===== src/rtl/comparator_arbiter.sv =====
// Round-robin arbiter sharing one external magnitude comparator among N_REQ requesters.
// Operands go to the comparator from registers; the result returns tagged with the requester index.
module comparator_arbiter #(
    parameter int unsigned N_REQ = 4,
    parameter int unsigned WIDTH = 32,
    parameter int unsigned ID_W  = 2
) (
    input  logic                   clk,
    input  logic                   resetn,
    input  logic [N_REQ-1:0]       req_valid,
    input  logic [N_REQ*WIDTH-1:0] req_a,
    input  logic [N_REQ*WIDTH-1:0] req_b,
    output logic [N_REQ-1:0]       req_ready,
    output logic [WIDTH-1:0]       cmp_a,
    output logic [WIDTH-1:0]       cmp_b,
    input  logic                   cmp_gt,
    input  logic                   cmp_lt,
    input  logic                   cmp_eq,
    output logic                   rsp_valid,
    input  logic                   rsp_ready,
    output logic [ID_W-1:0]        rsp_id,
    output logic                   rsp_gt,
    output logic                   rsp_lt,
    output logic                   rsp_eq,
    output logic                   busy,
    output logic                   err_onehot
);

    typedef enum logic [1:0] {
        IDLE = 2'd0,
        EVAL = 2'd1,
        RESP = 2'd2
    } state_t;

    state_t          state;
    state_t          state_next;
    logic [ID_W-1:0] last_grant;
    logic [ID_W-1:0] grant_id;
    logic [ID_W-1:0] cand;
    logic            grant_found;
    logic            accept;

    // State register
    always_ff @(posedge clk or negedge resetn) begin
        if (!resetn) begin
            state <= IDLE;
        end else begin
            state <= state_next;
        end
    end

    // Next-state logic; EVAL always lasts exactly one cycle
    always_comb begin
        state_next = state;
        unique case (state)
            IDLE:    if (grant_found) state_next = EVAL;
            EVAL:    state_next = RESP;
            RESP:    if (rsp_ready) state_next = IDLE;
            default: state_next = IDLE;
        endcase
    end

    // Round-robin search starting just after the last grant; req_ready is combinational
    always_comb begin
        grant_id    = '0;
        grant_found = 1'b0;
        cand        = '0;
        for (int unsigned k = 1; k <= N_REQ; k++) begin
            cand = ID_W'((32'(last_grant) + k) % N_REQ);
            if (!grant_found && req_valid[cand]) begin
                grant_found = 1'b1;
                grant_id    = cand;
            end
        end
        req_ready = '0;
        if (resetn && (state == IDLE) && grant_found) begin
            req_ready[grant_id] = 1'b1;
        end
    end

    assign accept = (state == IDLE) && grant_found;

    // Registered datapath and status outputs
    always_ff @(posedge clk or negedge resetn) begin
        if (!resetn) begin
            cmp_a      <= '0;
            cmp_b      <= '0;
            rsp_valid  <= 1'b0;
            rsp_id     <= '0;
            rsp_gt     <= 1'b0;
            rsp_lt     <= 1'b0;
            rsp_eq     <= 1'b0;
            busy       <= 1'b0;
            err_onehot <= 1'b0;
            last_grant <= ID_W'(N_REQ - 1);
        end else begin
            rsp_valid <= (state_next == RESP);
            busy      <= (state_next != IDLE);
            if (accept) begin
                cmp_a      <= req_a[32'(grant_id) * WIDTH +: WIDTH];
                cmp_b      <= req_b[32'(grant_id) * WIDTH +: WIDTH];
                rsp_id     <= grant_id;
                last_grant <= grant_id;
            end
            if (state == EVAL) begin
                rsp_gt <= cmp_gt;
                rsp_lt <= cmp_lt;
                rsp_eq <= cmp_eq;
                // Sticky until reset: a healthy comparator raises exactly one flag
                if (!$onehot({cmp_gt, cmp_lt, cmp_eq})) begin
                    err_onehot <= 1'b1;
                end
            end
        end
    end

endmodule


===== config.mk =====
export PLATFORM = sky130hd
export DESIGN_NAME = comparator_arbiter
export DESIGN_NICKNAME = d
export VERILOG_FILES = /design/src/rtl/comparator_arbiter.sv
export SDC_FILE = /design/constraint.sdc
export NUM_CORES = 1
export LEC_CHECK = 0
export CELL_PAD_IN_SITES_DETAIL_PLACEMENT = 1
export CELL_PAD_IN_SITES_GLOBAL_PLACEMENT = 1
export CORE_MARGIN = 2
export CORE_UTILIZATION = 26
export CTS_CLUSTER_DIAMETER = 30
export DETAILED_ROUTE_END_ITERATION = 12
export PLACE_DENSITY = 0.95
export SLEW_MARGIN = 20
export SYNTH_ARGS = -nofsm -noshare
export SYNTH_HDL_FRONTEND = slang
export SYNTH_SLANG_ARGS = --single-unit

===== constraint.sdc =====
create_clock -name clk -period 3.2 [get_ports clk]
set_clock_uncertainty 0.15 [all_clocks]
set_input_delay 0.48 -clock clk [delete_from_list [all_inputs] [get_ports clk]]
set_output_delay 0.48 -clock clk [all_outputs]
set_load 0.02 [all_outputs]

* Word-level counts from Yosys, hierarchy flattened
Cells that the tools add are included.
** Word-level totals
- Word-level logic and storage cells :: 65
- Input port bits :: 266
- Output and inout bits :: 76
- Flip-flop bits (word level) :: 76
** Cells by class
- Mux-type cells :: 22
- Eq/ne operators :: 4
- Bitwise logic cells :: 1
- $lt $le $gt $ge :: 6
- Add/sub/neg operators :: 6
- Reduce and logical (&&, ||, !) cells :: 13
- Shift-type cells :: 2
** Operator list (number)
- $shiftx A128 B8 Y32 :: 2
- $lt A2 B3 Y1 const B :: 5
- $mux W2 :: 6
- $mux W1 :: 9
- $bmux W1 S2 :: 4
- $logic_and A1 B1 Y1 :: 7
- $pmux W2 S3 :: 1
- $add A2 B1 Y2 const B :: 2
- $add A2 B2 Y2 const B :: 2
- $eq A2 B1 Y1 const B :: 2
- $eq A2 B2 Y1 const B :: 2
- $mux W4 :: 1
- $logic_not A1 Y1 :: 3
- $add A1 B1 Y2 :: 1
- $add A2 B1 Y2 :: 1
- $demux W1 S2 :: 1
- $ge A2 B1 Y1 const B :: 1
- $logic_not A2 Y1 :: 1
- $reduce_and A2 Y1 :: 1
- $reduce_bool A2 Y1 :: 1
- $not A1 Y1 :: 1

* Depth between registers and ports, before layout
- Word-level depth :: 18
- Depth in mapped cells :: 8
- Depth with buffers taken out :: 5

* Worst setup path after synthesis
No wires, ideal clock.
- Path type :: input -> output
- Start :: input port req_valid[0]
- End :: output port req_ready[2]
- Stages on the path :: 7
- Buffers on the path :: 2
- Arrival time :: 1.746 ns
- Path slack :: 0.824 ns
- Required time :: 2.570 ns
- Cells stage by stage :: nor2_1 -> a211o_1 -> inv_2 -> buf_4 -> buf_6 -> nand2_1 -> nor3_1
** Between the ends
- Cells in the longest elaborated chain, start to end :: 17
- Elaborated cells on any way between the ends :: 29
- Classes of those cells :: 2 x order compare; 19 x mux; 8 x reduce/logical
** Ends and longest elaborated chain
- from (decl) :: RTL line 10 : input logic [N_REQ-1:0] req_valid,
- $bmux W1 S2 :: RTL line 70 : if (!grant_found && req_valid[cand]) begin
- $mux W1 (not written as such) :: RTL line 70
- $mux W1 :: RTL line 70
- $logic_not A1 Y1 :: RTL line 70
- $logic_and A1 B1 Y1 :: RTL line 70
- $mux W1 :: RTL line 70
- $logic_not A1 Y1 :: RTL line 70
- $logic_and A1 B1 Y1 :: RTL line 70
- $mux W1 :: RTL line 70
- $logic_not A1 Y1 :: RTL line 70
- $logic_and A1 B1 Y1 :: RTL line 70
- $mux W2 :: RTL line 70
- $lt A2 B3 Y1 (not written as such) / $ge A2 B1 Y1 (equally long branches) :: RTL line 77 : req_ready[grant_id] = 1'b1;
- $logic_and A1 B1 Y1 (not written as such) :: RTL line 77
- $mux W1 (not written as such) :: RTL line 77
- $demux W1 S2 :: RTL line 77
- $mux W4 * :: RTL line 76 : if (resetn && (state == IDLE) && grant_found) begin
- to (decl) :: RTL line 13 : output logic [N_REQ-1:0] req_ready,
Every way passes the cells marked *; elsewhere a longest branch is shown, timed or not. The select of a mux whose other input is x is not followed.

* Worst setup path in the final report
Same ends and word-level chain as after synthesis.

==> flow_metrics.env <==
export IMPL_clk_pin_slew_ps=60
export IMPL_hold_ws_ps=321.4
export IMPL_final_common_cell="clkdlybuf4s50_1"
export IMPL_rows=49
export IMPL_top_level_ports=342
export IMPL_finalHoldViolations=0
export IMPL_drt_iter0_drc=171
export IMPL_diodes=0
export IMPL_async_flop_share=1.000
export IMPL_slew_headroom=0.4061
export IMPL_dr_pass1_iters=4
export IMPL_worstSetupPathType="input pin to output pin"
export IMPL_worstPathMaxFanout=5
export IMPL_critPathRequiredTime_ps=2570
export IMPL_fin_tns_setup_ps=0
export IMPL_grt_pass1_vias=6235
export IMPL_leakagePower_nw=3.409
export IMPL_cap_violations=0
export IMPL_die_w_um=139.0
export IMPL_synth_edff_count=0
export IMPL_cts_root_buf="clkbuf_16"
export IMPL_die_height_um=139.0
export IMPL_ant_nets=0
export IMPL_syn_num_nets=768
export IMPL_clk_latency_ps=330
export IMPL_cts_buffers=9
export IMPL_drc=0
export IMPL_die_area_um2=19320
export IMPL_yosysSeqAreaShare=0.4020
export IMPL_post_route_period_util=0.9682
export IMPL_grt_pass1_wl_um=34280
export IMPL_setup_viol=0
export IMPL_crit_arrival_ps=2470
export IMPL_synth_adder_area_share=0.004226
export IMPL_vias=5673
export IMPL_grt_overflow_total=0
export IMPL_synthCells=501
export IMPL_yosys_register_bits=76
export IMPL_htreeDepth=3
export IMPL_path_cells="clkdlybuf4s50_1 -> nor2_1 -> a211o_2 -> inv_4 -> nand2_1 -> nor3_1 -> clkdlybuf4s50_1"
export IMPL_wirelength_um=22020
export IMPL_port_buffer_count=341
export IMPL_clock_path_buffers=2
export IMPL_end_kind="output pin"
export IMPL_tightest_slew_ps=890.9
export IMPL_via_per_inst=5.377
export IMPL_synthSimpleGateAreaFrac=0.08082
export IMPL_ys_warn_count=0
export IMPL_synthDistinctLibCells=31
export IMPL_p_per_area_nw_per_um2=892.8
export IMPL_grt_max_degree=75
export IMPL_vdd_drop_max_v=0.0005118
export IMPL_grt_setup_unrepaired="no"
export IMPL_start_util=0.2646
export IMPL_crit_path_frequent_cell="clkdlybuf4s50_1"
export IMPL_yosys_area_share_xor_xnor=0
export IMPL_synth_compound_area_frac=0.3085
export IMPL_area_growth_pct=84.68
export IMPL_gp_congestion=0.7707
export IMPL_cts_sinks=76
export IMPL_cp_top_family="buffers and inverters"
export IMPL_synthMuxAreaShare=0.1424
export IMPL_holdCritPathClass="register to register"
export IMPL_p_total_mw=7.811
export IMPL_slew_viol_final=0
export IMPL_timing_fmax_mhz=322.8
export IMPL_grt_use_total=0.2235
export IMPL_post_cts_buffers=0
export IMPL_fp_coreArea_um2=17900
export IMPL_synth_ff_type="dfrtp_1"
export IMPL_min_period_ps=3098
export IMPL_avgSynthCellArea_um2=9.455
export IMPL_critPathBufInv=3
export IMPL_hpwl_um=16550
export IMPL_cts_tree="done"
export IMPL_status="completed"
export IMPL_final_cell_mix="340 x clkdlybuf4s50_1, 74 x dfrtp_1, 70 x nor2_1, 65 x o22ai_1, 64 x mux2i_1"
export IMPL_synth_area_um2=4737
export IMPL_startpoint_type="input pin"
export IMPL_layout_drive_gt1_share=0.07143
export IMPL_critical_path_slowest_cell="clkdlybuf4s50_1"
export IMPL_critPathMaxStageDelay_ps=650
export IMPL_fin_nets=1088
export IMPL_synth_top_family_by_area="compound AO/OA/AOI/OAI gates"
export IMPL_wire_per_inst_um=20.88
export IMPL_antenna_found_initial=0
area by class of cell:
class	instances	area (µm²)
Fill cell	2003	9154
Timing Repair Buffer	360	3643
Inverter	4	17.52
Multi-Input combinational cell	370	2571
Tap cell	229	286.5
Clock buffer	10	239.0
Sequential cell	76	1904
Clock inverter	6	86.33
what timing repair did:
action / CTS / global route
hold buffers: 1 / 0
endpoints found under the hold margin: 1 / 0
gates resized for setup: 0 / 0
setup endpoints to repair: 0 / 0
worst paths after layout:
kind | startpoint | to | slack [ps] | cells past startpoint
setup reg to reg | last_grant[0]$_DFFE_PN1P_ | cmp_a[16]$_DFFE_PN0P_ | 920 | 7
max in group asynchronous | resetn | cmp_b[23]$_DFFE_PN0P_ | 1340 | 4
hold reg to reg | err_onehot$_DFFE_PN0P_ | err_onehot$_DFFE_PN0P_ | 320 | 1
hold / removal | err_onehot$_DFFE_PN0P_ | err_onehot$_DFFE_PN0P_ | 320 | 1
min in group asynchronous | resetn | last_grant[0]$_DFFE_PN1P_ | 510 | 2
setup / recovery | req_valid[0] | req_ready[2] | 100 | 7
Yosys cell counts, types with 2 or more instances:
| library cell | count | share of area |
|---|---|---|
| dfrtp_1 | 74 | 0.39 |
| nor3_1 | 2 | 0.0021 |
| o22ai_1 | 66 | 0.087 |
| a221oi_1 | 54 | 0.10 |
| buf_4 | 6 | 0.0095 |
| nand2_1 | 7 | 0.0055 |
| mux2_2 | 3 | 0.0071 |
| nand2b_1 | 5 | 0.0066 |
| buf_2 | 22 | 0.023 |
| nor2b_1 | 3 | 0.0040 |
| o21ai_1 | 8 | 0.0085 |
| a221oi_2 | 10 | 0.032 |
| clkbuf_1 | 17 | 0.013 |
| mux2i_1 | 64 | 0.14 |
| dfstp_2 | 2 | 0.011 |
| inv_2 | 2 | 0.0016 |
| o21ai_0 | 59 | 0.062 |
| a21o_1 | 3 | 0.0048 |
| buf_6 | 5 | 0.012 |
| inv_1 | 2 | 0.0016 |
| nor2_1 | 70 | 0.055 |
| a21oi_1 | 8 | 0.0085 |
kinds of logic after synthesis:
group / count (synthesis)
AO/OA/AOI/OAI: 211
AND/OR/NAND/NOR: 91
flip-flops: 76
multiplexers: 67
buffers and inverters: 55
adder cells (fa/ha/maj): 1
power by group:
part / switching, mW / internal (mW) / leakage (nW)
clock network: 0.419 / 0.705 / 0.159
registers: 0.374 / 1.46 / 0.835
logic: 2.64 / 2.21 / 2.41
through the flow:
| stage | utilization | std cells | setup WS (ps) | cell area (µm²) |
|---|---|---|---|---|
| after global routing | 0.4887 | 1055 | 29.78 | 8748 |
| after floorplan | - | 501 | 824.2 | 4737 |
| after global placement | 0.4699 | 1038 | 124.2 | 8413 |
| after CTS | 0.4887 | 1055 | 103.0 | 8748 |
| after detailed placement | 0.4699 | 1038 | 106.2 | 8413 |
| final | 0.4887 | 1055 | 101.7 | 8748 |
flip-flops by register name, indices dropped and copies added, names as in the netlist:
name	cells
busy	1
cmp_a	32
cmp_b	32
err_onehot	1
last_grant	2
rsp_eq	1
rsp_gt	1
rsp_id	2
rsp_lt	1
rsp_valid	1
state	2
metal layers:
layer  up-vias  global-route usage  wire length (µm)
li1       2590                   -                 -
met4         0             0.07549               506
met5         -                   0                 0
met2       229              0.4138             11740
met3        34             0.05525              1355
met1      2820              0.2497              8424
No activity file was read; power rests on OpenSTA's default activity.
